--- src/rtl/prog_delay_line.sv ---
//-----------------------------------------------------------------------------
// Module   : prog_delay_line
// Purpose  : Multi-lane delay buffer with a run-time programmable delay.
//            Each sample accepted with en_i reappears on out_o exactly
//            delay_q_o accepted samples later. out_valid_o tracks whether
//            enough samples have been accepted since the last flush, and
//            out_o is zeroed while it is low.
// Ports    : clk_i        rising-edge clock
//            rst_ni       asynchronous active-low reset
//            en_i         accept in_i and advance the write pointer
//            in_i         LANES*WIDTH input; lane k at [k*WIDTH +: WIDTH]
//            cfg_we_i     load cfg_delay_i (clamped to MAX_DELAY) and flush
//            cfg_delay_i  requested delay
//            delay_q_o    active delay
//            out_o        delayed data, same lane packing as in_i
//            out_valid_o  out_o carries real delayed data
// Revision : 1.0 - initial release
//-----------------------------------------------------------------------------
`default_nettype none

module prog_delay_line #(
  parameter int WIDTH         = 24,
  parameter int LANES         = 2,
  parameter int MAX_DELAY     = 64,
  parameter int DEFAULT_DELAY = 64,
  localparam int DW           = $clog2(MAX_DELAY + 1)
) (
  input  logic                   clk_i,
  input  logic                   rst_ni,
  input  logic                   en_i,
  input  logic [LANES*WIDTH-1:0] in_i,
  input  logic                   cfg_we_i,
  input  logic [DW-1:0]          cfg_delay_i,
  output logic [DW-1:0]          delay_q_o,
  output logic [LANES*WIDTH-1:0] out_o,
  output logic                   out_valid_o
);

  localparam int              AW      = (MAX_DELAY > 1) ? $clog2(MAX_DELAY) : 1;
  localparam int              DATA_W  = LANES * WIDTH;
  localparam logic [DW-1:0]   MAX_D   = DW'(MAX_DELAY);
  localparam logic [DW-1:0]   DEF_D   = DW'(DEFAULT_DELAY);
  localparam logic [AW-1:0]   WP_LAST = AW'(MAX_DELAY - 1);
  localparam logic [DW:0]     MAX_E   = (DW + 1)'(MAX_DELAY);

  logic [DATA_W-1:0] mem_q [MAX_DELAY];

  logic [AW-1:0] wp_q, wp_d;
  logic [DW-1:0] fill_q, fill_d;
  logic [DW-1:0] delay_q, delay_d;

  logic [AW-1:0] rp;
  logic [DW:0]   wp_e, del_e, rp_e;

  // Read address = wp - delay modulo MAX_DELAY. MAX_DELAY need not be a
  // power of two, so the wrap is done explicitly in a one-bit-wider domain.
  // With delay == MAX_DELAY this lands on wp itself, and because the read is
  // combinational the oldest entry is seen before it is overwritten.
  always_comb begin
    wp_e  = (DW + 1)'(wp_q);
    del_e = {1'b0, delay_q};
    if (wp_e >= del_e) begin
      rp_e = wp_e - del_e;
    end else begin
      rp_e = wp_e + MAX_E - del_e;
    end
    rp = AW'(rp_e);
  end

  always_comb begin
    wp_d    = wp_q;
    fill_d  = fill_q;
    delay_d = delay_q;

    if (en_i) begin
      wp_d = (wp_q == WP_LAST) ? '0 : wp_q + AW'(1);
    end

    // A reconfigure flushes: a sample pushed in the same cycle is still
    // written (wp advances) but is not counted towards the new fill.
    if (cfg_we_i) begin
      delay_d = (cfg_delay_i > MAX_D) ? MAX_D : cfg_delay_i;
      fill_d  = '0;
    end else if (en_i && (fill_q != MAX_D)) begin
      fill_d = fill_q + DW'(1);
    end
  end

  always_ff @(posedge clk_i or negedge rst_ni) begin
    if (!rst_ni) begin
      wp_q    <= '0;
      fill_q  <= '0;
      delay_q <= DEF_D;
    end else begin
      wp_q    <= wp_d;
      fill_q  <= fill_d;
      delay_q <= delay_d;
    end
  end

  // Storage is deliberately not reset; the fill gate keeps stale or
  // uninitialised contents off the output.
  always_ff @(posedge clk_i) begin
    if (en_i) begin
      mem_q[wp_q] <= in_i;
    end
  end

  always_comb begin
    out_valid_o = 1'b0;
    out_o       = '0;
    if (delay_q == '0) begin
      out_valid_o = 1'b1;
      out_o       = in_i;
    end else if (fill_q >= delay_q) begin
      out_valid_o = 1'b1;
      out_o       = mem_q[rp];
    end
  end

  assign delay_q_o = delay_q;

endmodule

`default_nettype wire

--- config.mk ---
export PLATFORM = sky130hd
export DESIGN_NAME = prog_delay_line
export DESIGN_NICKNAME = d
export VERILOG_FILES = /design/src/rtl/prog_delay_line.sv
export SDC_FILE = /design/constraint.sdc
export NUM_CORES = 2
export LEC_CHECK = 0
export CAP_MARGIN = 20
export CORE_MARGIN = 3
export CORE_UTILIZATION = 50
export CTS_CLUSTER_SIZE = 8
export DETAILED_ROUTE_END_ITERATION = 10
export PLACE_DENSITY = 0.66
export SLEW_MARGIN = 20
export SYNTH_ARGS = -nofsm -noshare
export SYNTH_HDL_FRONTEND = slang
export SYNTH_SLANG_ARGS = --single-unit
--- constraint.sdc ---
create_clock -name clk_i -period 6.15 [get_ports clk_i]
set_input_delay 1.23 -clock clk_i [delete_from_list [all_inputs] [get_ports clk_i]]
set_output_delay 1.23 -clock clk_i [all_outputs]
set_load 0.01 [all_outputs]
==> flow_summary.yaml <==
drt:
  post_drt_wl_per_cell_um: 38.0
  vias: 61800
  vias_per_cell: 6.73
  post-route-drc-count: 0
  antenna_left: 0
  drtPass1Iterations: 6
  drt_wl_total_mm: 349
  initialDrtViolationCount: 9634
logic_synthesis:
  synth_top_area_share_pct: 77.5
  synth_area_leaders: "edfxtp_1, mux4_2, mux2i_1"
  yosys.area.top_type: "edfxtp_1"
  synth_nets: 5429
  yosys_warnings: 0
  async_reset_ff_share_pct: 0.647
  syn_area_mm2: 0.119
  postSynthAreaPerCell_um2: 22.2
  ys_ff_latch: 3092
  synth-seq-area-share_pct: 77.9
  synth.distinct_cells: 50
  synth-edff-count: 3072
  synthCells: 5354
  synth-main-ff-cell: "edfxtp_1"
power_and_ir_drop:
  intPower_w: 0.0480
  vdd_drop_max_uv: 497
  p_clk_share_pct: 28.9
  power_density_mw_per_mm2: 512
  p_leak_nw: 44.7
  switching_power_w: 0.0231
  power_frac_comb_pct: 37.2
  power_frac_seq_pct: 34.0
  total_power_w: 0.0711
  swShare_pct: 32.5
grt:
  grt_pass1_vias: 62100
  grt_max_degree: 66
  grt_first_pass_wirelength_mm: 485
  antenna_found_initial: 27
  grt_overflow: 0
  grt_util_all_layers_pct: 28.7
finish:
  layout-drive-gt1-share_pct: 29.7
  nets: 6059
  mostFrequentLayoutCells: "edfxtp_1, mux4_2, nand2_1, clkbuf_16, buf_4"
  final_util_pct: 58.9
  final_cells: 9188
  area_growth_pct: 16.7
  layout_commonest_cell: "edfxtp_1"
outcome:
  status: "completed"
clocking:
  cts_num_sinks: 3092
  cts_buffers: 437
  path_clk_slew_ns: 0.05
  cts_buffer_depth: 4
  clock_latency_ns: 0.99
  cts.root.buffer_cell: "clkbuf_16"
  htree_levels: 5
  cts_tree: "built"
placement:
  pre_cts_ws_ns: 0.495
  place.gp.congestion: 0.801
  dpl.cell_count: 8623
  io_buffers: 114
  dpl.hpwl_mm: 187
flow_run:
  cap_violations: 0
die:
  die_area_mm2: 0.244
  io-pin-count: 115
  start_util_pct: 50.4
  core_area_mm2: 0.236
  die_w_um: 494
  die_y_um: 494
  rows: 178
setup_path:
  cp-end-kind: "output port"
  cp_max_fo: 16
  start_kind: "register"
  cp.arrival_ns: 4.86
  crit_required_ns: 4.92
  critPathKind: "reg2out"
timing:
  worst_pin_slew_ns: 1.12
  setup_tns_ns: 0
  period_share_pct: 99.0
  min_period_ns: 6.09
  hold_viol: 0
  skew_ns: 0.0502
  max_freq_ghz: 0.164
  fin_ws_ns: 0.0589
  setup_viol_count_final: 0
  slew_viol_final: 0
  rsz0062_at_grt: "yes"
  slew_headroom_pct: 25.1
hold_path:
  hold_path_class: "reg2reg"
## repair_timing
action                     CTS  global route
hold buffers                 0             0
buffers inserted            17            36
pin swaps                    8             7
cloned                      14             5
resized for setup          127            27
setup endpoints to repair   47            22
## per-stage QoR
| step | cell area (um^2) | hold slack, ns |
|---|---|---|
| after floorplan | 119000 | 0.525 |
| after global placement | 126000 | 0.547 |
| after detailed placement | 126000 | 0.588 |
| after CTS | 138000 | 0.602 |
| after global routing | 139000 | 0.638 |
| final | 139000 | 0.604 |
## synthesized netlist by cell type (12+ instances only)
library cell	count
dfrtp_1	19
buf_12	12
nand3_1	54
mux4_2	768
nand2_1	462
mux2i_1	193
clkbuf_1	125
a32oi_1	192
buf_2	145
buf_1	15
nand4_1	100
nor2_1	83
ha_1	15
edfxtp_1	3072
## cell type report
| class | count | area [um^2] |
|---|---|---|
| Clock inverter | 12 | 106 |
| Inverter | 14 | 52.6 |
| Fill cell | 16600 | 97100 |
| Sequential cell | 3092 | 92800 |
| Timing Repair Buffer | 503 | 5490 |
| Multi-Input combinational cell | 1936 | 25400 |
| Tap cell | 3150 | 3940 |
| Clock buffer | 461 | 11100 |
| Antenna cell | 20 | 50.0 |
## power groups by stage
stage / Combinational, W / Sequential [W] / Clock [W]
2_1_floorplan: 0.0159 / 0.0245 / 0
3_3_place_gp: 0.0245 / 0.0245 / 0
3_5_place_dp: 0.0246 / 0.0245 / 0
4_1_cts: 0.0259 / 0.0242 / 0.0207
5_1_grt: 0.0277 / 0.0242 / 0.0216
6_report: 0.0264 / 0.0242 / 0.0205
## kinds of logic (layout without fill, tap and decap cells)
family / after synthesis / in the layout / share of synthesized area, %
muxes: 962 / 962 / 16.2
adders and majority gates: 16 / 16 / 0.175
and+or+nand+nor: 723 / 724 / 2.62
xor gates and xnor gates: 15 / 15 / 0.117
other: 0 / 20 / 0
DFF: 3092 / 3092 / 77.9
AOI/OAI and AO/OA: 219 / 219 / 1.56
buffers and inverters: 327 / 990 / 1.43
## flip-flops by register name, indices dropped and copies added, names as in the netlist
register,count
delay_q_o,7
fill_q,7
mem_q,3072
wp_q,6
## worst paths after layout
kind	startpoint	endpoint	slack (ns)	cells past startpoint
min in group asynchronous	rst_ni	fill_q[3]	0.84	1
max reg2reg	wp_q[5]	mem_q[58][35]	2.84	3
max in group asynchronous	rst_ni	fill_q[5]	4.71	1
min reg2reg	fill_q[0]	fill_q[0]	0.60	2
min	fill_q[0]	fill_q[0]	0.60	2
max	wp_q[0]	out_o[14]	0.06	14
## critical path, cell delays in order, from the launching register on
cell	delay [ns]
dfrtp_1	0.38
inv_1	0.12
ha_4	0.15
inv_1	0.05
fa_4	0.86
buf_12	0.22
buf_12	0.17
buf_4	0.12
clkbuf_16	0.21
mux4_2	0.52
mux2i_1	0.16
a32oi_1	0.09
nand4_1	0.28
nand3_4	0.22
dlygate4sd2_1	0.36
## metal layers
| metal | up-vias | routed length (um) | track usage (%) |
|---|---|---|---|
| met3 | 777 | 41100 | 6.97 |
| met2 | 4265 | 167000 | 45.1 |
| met1 | 33100 | 127000 | 39.5 |
| met4 | 6 | 14600 | 10.6 |
| li1 | 23700 | - | - |
| met5 | - | 41 | 0 |
Power figures use the tool's default switching activity.
